<file path="config.mk">
export PLATFORM = sky130hd
export DESIGN_NAME = unpooling_unit
export DESIGN_NICKNAME = d
export VERILOG_FILES = /design/src/rtl/unpooling_unit_pkg.sv /design/src/rtl/unpooling_unit.sv
export SDC_FILE = /design/constraint.sdc
export NUM_CORES = 1
export LEC_CHECK = 0
export ABC_AREA = 1
export ABC_CLOCK_PERIOD_IN_PS = 2300
export CAP_MARGIN = 30
export CELL_PAD_IN_SITES_DETAIL_PLACEMENT = 2
export CELL_PAD_IN_SITES_GLOBAL_PLACEMENT = 2
export CORE_ASPECT_RATIO = 1.25
export CORE_UTILIZATION = 25
export DETAILED_ROUTE_END_ITERATION = 10
export HOLD_SLACK_MARGIN = 0.1
export PLACE_DENSITY = 0.85
export SLEW_MARGIN = 10
export SYNTH_ARGS = -nofsm -noshare
export SYNTH_HDL_FRONTEND = slang
export SYNTH_SLANG_ARGS = --single-unit
</file>
<file path="constraint.sdc">
create_clock -name clk -period 2.3 [get_ports clk]
set_clock_uncertainty 0.15 [all_clocks]
set_input_delay 0.345 -clock clk [delete_from_list [all_inputs] [get_ports clk]]
set_output_delay 0.345 -clock clk [all_outputs]
set_load 0.01 [all_outputs]
</file>
<file path="src/rtl/unpooling_unit_pkg.sv">
// Shared definitions for the unpooling datapath: FSM state encoding and the
// unpool/pool mode encoding also used by pooling_unit's pool_type.
package unpooling_unit_pkg;

    typedef enum logic {
        IDLE = 1'b0,
        EMIT = 1'b1
    } unpool_state_e;

    localparam logic MODE_REPLICATE   = 1'b0;
    localparam logic MODE_ZERO_INSERT = 1'b1;

endpackage

</file>
<file path="src/rtl/unpooling_unit.sv">
// Expands each pooled input sample into a KERNEL_SIZE x KERNEL_SIZE window of
// output beats, either replicating the sample or zero-filling all but beat 0.
module unpooling_unit
    import unpooling_unit_pkg::*;
#(
    parameter int DATA_WIDTH  = 8,
    parameter int KERNEL_SIZE = 2
) (
    input  logic                  clk,
    input  logic                  reset,
    input  logic                  s_axis_tvalid,
    output logic                  s_axis_tready,
    input  logic [DATA_WIDTH-1:0] s_axis_tdata,
    input  logic                  s_axis_tlast,
    input  logic                  unpool_type,
    output logic                  m_axis_tvalid,
    input  logic                  m_axis_tready,
    output logic [DATA_WIDTH-1:0] m_axis_tdata,
    output logic                  m_axis_tlast
);

    localparam int WINDOW = KERNEL_SIZE * KERNEL_SIZE;
    localparam int CNT_W  = (WINDOW > 1) ? $clog2(WINDOW) : 1;
    localparam logic [CNT_W-1:0] LAST_BEAT = CNT_W'(WINDOW - 1);

    unpool_state_e         state_r;
    unpool_state_e         state_s;
    logic [CNT_W-1:0]      beat_r;
    logic [CNT_W-1:0]      beat_s;
    logic [DATA_WIDTH-1:0] data_r;
    logic                  last_r;
    logic                  mode_r;
    logic                  accept_s;
    logic                  out_hs_s;
    logic                  final_beat_s;

    assign final_beat_s = (state_r == EMIT) && (beat_r == LAST_BEAT);
    assign out_hs_s     = (state_r == EMIT) && m_axis_tready;
    assign accept_s     = s_axis_tvalid && s_axis_tready;

    // Ready while idle, or on the final beat being taken so groups chain with no bubble
    assign s_axis_tready = !reset && ((state_r == IDLE) || (final_beat_s && m_axis_tready));

    // Next-state and beat counter decode
    always_comb begin
        state_s = state_r;
        beat_s  = beat_r;
        case (state_r)
            IDLE: begin
                if (accept_s) begin
                    state_s = EMIT;
                    beat_s  = {CNT_W{1'b0}};
                end else begin
                    state_s = IDLE;
                end
            end
            EMIT: begin
                if (out_hs_s && (beat_r == LAST_BEAT)) begin
                    beat_s  = {CNT_W{1'b0}};
                    state_s = accept_s ? EMIT : IDLE;
                end else if (out_hs_s) begin
                    beat_s = beat_r + {{(CNT_W-1){1'b0}}, 1'b1};
                end else begin
                    beat_s = beat_r;
                end
            end
            default: begin
                state_s = IDLE;
                beat_s  = {CNT_W{1'b0}};
            end
        endcase
    end

    // State and counter registers
    always_ff @(posedge clk or posedge reset) begin
        if (reset) begin
            state_r <= IDLE;
            beat_r  <= {CNT_W{1'b0}};
        end else begin
            state_r <= state_s;
            beat_r  <= beat_s;
        end
    end

    // Sample, frame-end flag and mode are captured together so later mode changes
    // cannot alter a group in flight
    always_ff @(posedge clk or posedge reset) begin
        if (reset) begin
            data_r <= {DATA_WIDTH{1'b0}};
            last_r <= 1'b0;
            mode_r <= MODE_REPLICATE;
        end else if (accept_s) begin
            data_r <= s_axis_tdata;
            last_r <= s_axis_tlast;
            mode_r <= unpool_type;
        end else begin
            data_r <= data_r;
            last_r <= last_r;
            mode_r <= mode_r;
        end
    end

    // Output decode depends only on registers, so data holds under backpressure
    always_comb begin
        m_axis_tvalid = (state_r == EMIT);
        m_axis_tdata  = {DATA_WIDTH{1'b0}};
        m_axis_tlast  = 1'b0;
        if (state_r == EMIT) begin
            if ((mode_r == MODE_ZERO_INSERT) && (beat_r != {CNT_W{1'b0}})) begin
                m_axis_tdata = {DATA_WIDTH{1'b0}};
            end else begin
                m_axis_tdata = data_r;
            end
            m_axis_tlast = last_r && (beat_r == LAST_BEAT);
        end else begin
            m_axis_tdata = {DATA_WIDTH{1'b0}};
            m_axis_tlast = 1'b0;
        end
    end

endmodule

</file>
==> results of run 1 <==
==> sequential cells by signal (all words and copies together), names as in the netlist <==
signal,flops
beat_r,2
m_axis_tvalid,1
mode_r,1
last_r,1
data_r,8
==> worst register-to-register path: stages, from the launching register on <==
cell,delay [ps]
dfrtp_1,390
ha_1,200
nand2_1,90
nand2_2,210
nand3_2,290
nand2_1,170
nand2_1,90
==> cell usage after synthesis (all sizes together) <==
master  count  share of area (%)
nand3       4                3.7
inv        14                7.8
nand2      29                 16
dfrtp      13                 48
ha          2                3.7
o21ai       1               0.74
a21oi       1               0.74
buf         4                4.6
nand4      10                9.2
nor2        9                5.0
==> timing repair <==
item | in CTS | in global routing
setup endpoints to repair | 8 | 8
pin swaps | 1 | 0
setup buffers | 1 | 3
resized for setup | 3 | 8
hold endpoints to repair | 0 | 0
gates cloned | 0 | 0
==> stage by stage <==
stage / total power [mW] / util [%] / setup WS [ps] / area, um2 / hold WS, ps
floorplan: 0.734 / - / 752 / 677 / 173
global placement: 0.982 / 38.0 / 143 / 950 / 305
detailed placement: 1.04 / 38.0 / 32.2 / 950 / 317
CTS: 1.23 / 39.7 / 23.5 / 993 / 167
global route: 1.37 / 41.4 / -2.38 / 1040 / 198
finish: 1.26 / 41.4 / 76.0 / 1040 / 162
==> worst max-delay path by stage <==
stage	start	end	slack, ps	cells past startpoint
after floorplan	beat_r[0]	m_axis_tdata[0]	750	4
after global placement	beat_r[0]	m_axis_tdata[1]	140	5
after detailed placement	beat_r[0]	m_axis_tdata[5]	30	5
after CTS	beat_r[0]	m_axis_tdata[6]	20	5
after global routing	beat_r[0]	m_axis_tdata[0]	-2	5
final	beat_r[0]	m_axis_tdata[0]	80	5
==> final cells by class <==
class / instances / area share, %
Tap cell: 33 / 3.99
Sequential cell: 13 / 31.4
Multi-Input combinational cell: 56 / 27.2
Timing Repair Buffer: 31 / 29.8
Clock buffer: 4 / 2.54
Inverter: 14 / 5.07
==> report_power, final <==
| group | total [mW] | leakage (nW) | switching [mW] | internal (mW) |
|---|---|---|---|---|
| Sequential | 0.431 | 0.160 | 0.0879 | 0.343 |
| Clock | 0.153 | 0.0150 | 0.0855 | 0.0675 |
| Combinational | 0.679 | 0.447 | 0.363 | 0.317 |
| Total | 1.26 | 0.622 | 0.536 | 0.727 |
==> kinds of logic after synthesis <==
| family | after synthesis |
|---|---|
| compound gates | 2 |
| simple gates | 52 |
| buf+inv | 18 |
| flops | 13 |
| fa+ha+maj | 2 |
==> metal layers <==
layer  GRT usage, %  part of all wire (%)
met5              0                     0
met4           8.82                   2.5
met3           2.54                   2.4
met2           35.8                    57
met1           18.3                    38
==> results list, run 1 <==
- Outcome: finished, final reports clean
- For the worst-skew pair, the clock arrives at the later sink with an insertion delay of roughly 290 ps.
* Rel. slew slack: 81.1%
- Part of the Yosys area used for sequential elements: 48.1%
- For the worst setup path, the data arrival time is between 1500 and 2000 ps.
* Setup violation total in the final timing report: 0
* Largest family of logic cells by synthesized area: simple AND/OR/NAND/NOR gates
* HP Class: in -> async
* Final net count: approximately 140
- The floorplan step defined a die boundary enclosing between 2000 and 3000 um2.
- Total iterations of the first detailed-routing run: 4
- Across the run, the number of max-cap violations was 0.
* Remaining Overflow, GRT: 0
- FF-to-FF path depth: 6
- Minimum clock period: 2220 ps
- In this run the number of H-tree levels came out at 1.
* Element type at the critical path start: flip-flop
- Delay contributed by the slowest stage of the critical path: 540 ps
- Adding up every negative setup slack in the final design gives 0 ps.
- The number of pins with negative max-slew slack in the final report is 0.
- Leaving out fill and tap cells, the most frequent cell in the layout is nand2_1.
- The worst setup path is captured at an output pin.
- Share of the synthesized area in compound gates (AO/OA/AOI/OAI): roughly 1.5%
- After Yosys synthesis, and, or, nand and nor cells account for about 34% of the synthesized area.
- Gr usage total: between 10% and 20%
- Ratio of cells with drive above 1 in the final layout: a little under an eighth
- IR analysis of the VDD net gives a maximum drop of around 0.00042 V.
- For this configuration, the core starts out at a cell density of 27.0%.
* Final RePlAce weighted congestion: between 0.6 and 0.7
- The synthesized netlist contains 14 unique library cells.
- Hold-fix buffers, CTS: 0
* Via count of the first global-routing pass: approximately 770
* Sum of net half-perimeters after detailed placement: around 1.7 mm
- In this run the mean area of a mapped cell was a little under 8 um2.
- Adder and majority gate portion of the synthesized area: 3.70%
- Maximum root-to-sink buffer count: 2
- Sequential Area: ~330 um2
* Vias post-DR: about 690
- Antenna diode instance count: 0
- The number of buffers and inverters on the critical path is 2.
* Worst-path cell with the longest stage delay: clkdlybuf4s50_1
* Number of standard cells in the final layout excluding fillers: between 150 and 200
- First-pass GRT wire length: about 3.7 mm
* Number of buffers inserted by port buffering: 24
- In this run the horizontal extent of the chip is around 49 um.
- Count of unresolved DRC violations after routing: 0
- CTS tree: yes
* Post-Syn Instances: a little under 90
- Area occupied by multi-input gates: roughly 280 um2
- Clock Pin Slew Worst Setup and Hold Paths: 90 ps
* Largest delay contributor family on the critical path: buffers and inverters
- Yosys warning count: 0
- For this block, the initial DRC count from the detailed router was 13.
- The clock drives 13 sinks.
* Critical-path cell list: inv_1, ha_2, o21ai_4, nor2_1, clkdlybuf4s50_1
- Cell area power density: 1220 nW/um2
- For flop-to-flop paths, the worst setup slack is ~580 ps.
- LEAKAGE: between 0.6 and 0.7 nW
- Cell at the root of the clock tree: clkbuf_4
- Measured against the total synthesized area, the mux share comes to 0%.
* Maximum number of pins on one net before global-route repair: 13
- Hold Violations, Final: 0
- Req. time, crit path: about 1800 ps
- Count of pins on the block boundary: 25
* Transition at the pin with the smallest max-transition slack: approximately 280 ps
- Xor and xnor area share after synthesis: 0%
* Drt total wl: 2.42 mm
- Largest fanout on the critical path: 6
- Synthesized netlist net count: 103
* Clock buffers created by TritonCTS: 3
- Commonest non-fill, non-tap cells in the layout: 28 x nand2_1, 16 x clkdlybuf4s50_1, 14 x inv_1
- In this run the critical register-to-register path is captured at data_r[1].
- Peak Freq: approximately 0.45 GHz
- Std cell rows: 20
- After detailed routing, the number of vias per cell comes to approximately 4.6.
- Fill cell total of the finished layout: approximately 300
- Including well taps, the total number of placed cells is 143.
* Reg-to-reg critical path startpoint: beat_r[1]
- By startpoint and endpoint, the worst setup path is classified as reg -> out.
- Area growth, synth to finish: 53.0%
* Cell Area, Synth: between 600 and 700 um2
* Average routed wire per standard cell: 16.0 um
- The die is roughly 60 um tall.
- The number of antenna violations at the first check in global routing came to 0.
- Standard cell core area: 2500 um2
* Routed Antenna Nets: 0
- In the finished design, the share of the clock period the worst path needs comes to a little over nine tenths.
* Flop and latch count out of synthesis: 13
Note: power is estimated with default switching activity, not from simulation.
==> run 2, diff against run 1 <==
--- a/config.mk
+++ b/config.mk
@@ -6,7 +6,7 @@
 export NUM_CORES = 1
 export LEC_CHECK = 0
 export ABC_AREA = 1
-export ABC_CLOCK_PERIOD_IN_PS = 2300
+export ABC_CLOCK_PERIOD_IN_PS = 2600
 export CAP_MARGIN = 30
 export CELL_PAD_IN_SITES_DETAIL_PLACEMENT = 2
 export CELL_PAD_IN_SITES_GLOBAL_PLACEMENT = 2
@@ -19,3 +19,4 @@
 export SYNTH_ARGS = -nofsm -noshare
 export SYNTH_HDL_FRONTEND = slang
 export SYNTH_SLANG_ARGS = --single-unit
+export TNS_END_PERCENT = 30
==> constraint.sdc (replaced) <==
create_clock -name clk -period 2.6 [get_ports clk]
set_clock_uncertainty 0.15 [all_clocks]
set_input_delay 0.39 -clock clk [delete_from_list [all_inputs] [get_ports clk]]
set_output_delay 0.39 -clock clk [all_outputs]
set_load 0.01 [all_outputs]
==> run 2 against run 1 <==
Die area unchanged. Final area decreased by 5.8%. Sequential share of layout area increased by 1.9 points. Register-to-register slack improved by 420 ps. First-iteration DRC count increased by 23%. Global-route usage decreased by 2.2 points. Non-clock buffer count decreased by 4. Count of clock-buffer cells in the layout unchanged. Worst setup slack improved by 130 ps.
==> results list, run 2 (synthesized netlist as in run 1, its figures left out) <==
- The core region area was 2500 um2 (unchanged).
- STA classifies the critical path startpoint as a flip-flop.
* Setup Total Neg Slack: 0 ps (unchanged)
- Average routed wire per standard cell: 13.9 um (-14%)
* Via density per instance: 4.59 (+0.34%)
- In this run the clock root is driven by a clkbuf_4.
- The count of buffers inserted at the top-level ports was 24 (unchanged).
- Area growth, synth to finish: 44.2%
* Pins over their slew limit: 0 (unchanged)
- Cell area power density: 1070 nW/um2 (-12%)
- The largest fanout of any net on the critical path was 8 (+2).
* First-pass GRT wire length: 3.42 mm (-8.5%)
* Clock buffers created by TritonCTS: 3 (unchanged)
- Insertion delay to the later sink of the worst-skew pair: 270 ps (-20 ps)
- Hold-fix buffers, CTS: 0 (unchanged)
* Registers with the most flip-flops: data_r x8, beat_r x2
* Initial core utilization: 27.0% (unchanged)
- Startpoint-to-endpoint class of the critical path: reg -> out
- Via count of the first global-routing pass: 735 (-4.2%)
- Outcome: finished, final reports clean
- Gr usage total: 15.7% (-2.2 points)
* Worst vdd ir: 0.000314 V (-25%)
* Number of violations of the max-capacitance limit: 0 (unchanged)
- Hold Violations, Final: 0 (unchanged)
- The worst path arrival time is 1850 ps (+120 ps).
* Post-route design area: 976 um2 (-5.8%)
- Transition at the pin with the smallest max-transition slack: 446 ps (+163 ps)
- The chip height came to 60.2 um (unchanged).
- The worst path uses between 90% and 100% of the clock period.
- Sum of net half-perimeters after detailed placement: 1.49 mm (-13%)
- Final net count: 131 (-3.0%)
- The floorplan die area came to 2920 um2 (unchanged).
- Antenna diode instance count: 0 (unchanged)
* Clock Pin Slew Worst Setup and Hold Paths: 90 ps (about the same)
- Ratio of cells with drive above 1 in the final layout: 7.02% (-4.8 points)
* Critical Path Sink Type: output pin
- Vias post-DR: 675 (-2.3%)
- CTS sink count: 13 (unchanged)
* Post-Route Utilization: 39.0% (-2.4 points)
- Initial antenna violation count: 0 (unchanged)
- The number of instances resized during post-cts repair was 0 (-3).
* CTS tree: yes
- The setup slack of the most critical reg-to-reg path came to 1000 ps (+420 ps).
- Number of flip-flops in the largest register: 8 (unchanged)
- The final weighted congestion in routability-driven placement came to 0.694 (+1.3%).
* Routed Antenna Nets: 0 (unchanged)
* Most common library cell in the layout ignoring fill and taps: nand2_1
- Starting DRC count in detailed routing: 16 (+3)
- Largest register by flop count: data_r
- Minimum clock period: roughly 2400 ps
- In this run the worst hold path is classified as in -> async.
- H-tree depth: 1 (unchanged)
- The area of placed instances came to 950 um2 (unchanged).
- Setup repair after global routing left no endpoint under its margin.
* Std cell rows: 20 (unchanged)
* Req. time, crit path: 2060 ps (+260 ps)
- Total iterations of the first detailed-routing run: 4 (unchanged)
- Setup violation total in the final timing report: 0 (unchanged)
- The maximum buffer depth of the clock tree was 2 (unchanged).
- The post-CTS setup repair buffer count came to 0 (-1).
* Fill cell total of the finished layout: 296 (-0.34%)
- Count of pins on the block boundary: 25 (unchanged)
- The total global routing overflow was 0 (unchanged).
- The worst slew slack as a fraction of its limit came to 70.2% (-11 points).
- LEAKAGE: 0.491 nW (-21%)
* Horizontal die dimension: 48.5 um (unchanged)
- Drt total wl: 2.04 mm (-16%)
- The post-route DRC violation count came to 0 (unchanged).
- Commonest non-fill, non-tap cells in the layout: 28 x nand2_1, 24 x clkdlybuf4s50_1, 14 x inv_1
- Maximum number of pins on one net before global-route repair: 14 (+1)
- Peak Freq: around 0.42 GHz
[run 2: changes by cell type in the layout (fill, tap and decap cells not counted), sizes merged]
| cell | delta |
|---|---|
| buf | -4 |
| dlymetal6s2s | -7 |
| clkdlybuf4s50 | +8 |
| dlygate4sd2 | -1 |
[run 2: final cells by class]
type                       instances  area (um2)  area share, %
sequential                        13         325           33.3
multi-input combinational         56         268           27.4
timing repair buffer              27         263           26.9
inverter                          14        52.6           5.38
tap                               33        41.3           4.23
clock buffer                       4        26.3           2.69
[run 2: worst max-delay path: stages (launching register included)]
cell and delay, ps:
dfrtp_1 410, inv_1 90, ha_1 160, o21ai_1 70, buf_4 180, nor2_1 110
clkdlybuf4s50_1 560
[run 2: metrics by stage]
step / setup slack (ps) / hold WS, ps / std cells / power (mW)
after detailed placement: 363 / 317 / 143 / 0.920
final: 209 / 322 / 147 / 1.04
after global routing: 90.7 / 354 / 147 / 1.14
after floorplan: 1010 / 218 / 87 / 0.649
after global placement: 452 / 305 / 143 / 0.879
after CTS: 180 / 334 / 147 / 1.06
[run 2: layer usage]
metal	GRT usage, %	vias to the layer above	wire, um
li1	-	328	-
met1	17.6	331	851
met2	30.6	14	1110
met3	2.54	2	56
met4	5.04	0	14
met5	0	-	0
[run 2: path summary, 6_finish.rpt]
check / start / to / cells past startpoint
setup / recovery: beat_r[0] / m_axis_tdata[3] / 6
hold / removal: reset / last_r / 2
setup reg to reg: beat_r[1] / data_r[2] / 6
hold reg to reg: data_r[7] / data_r[7] / 2
max in group asynchronous: reset / m_axis_tvalid / 3
min in group clk: data_r[7] / data_r[7] / 2
[run 2: power by group]
| group | internal (mW) | leakage, nW | switching [mW] | total, mW |
|---|---|---|---|---|
| clock network | 0.0595 | 0.0150 | 0.0706 | 0.130 |
| registers | 0.303 | 0.160 | 0.0687 | 0.372 |
| logic | 0.255 | 0.316 | 0.285 | 0.540 |
| total | 0.618 | 0.491 | 0.424 | 1.04 |
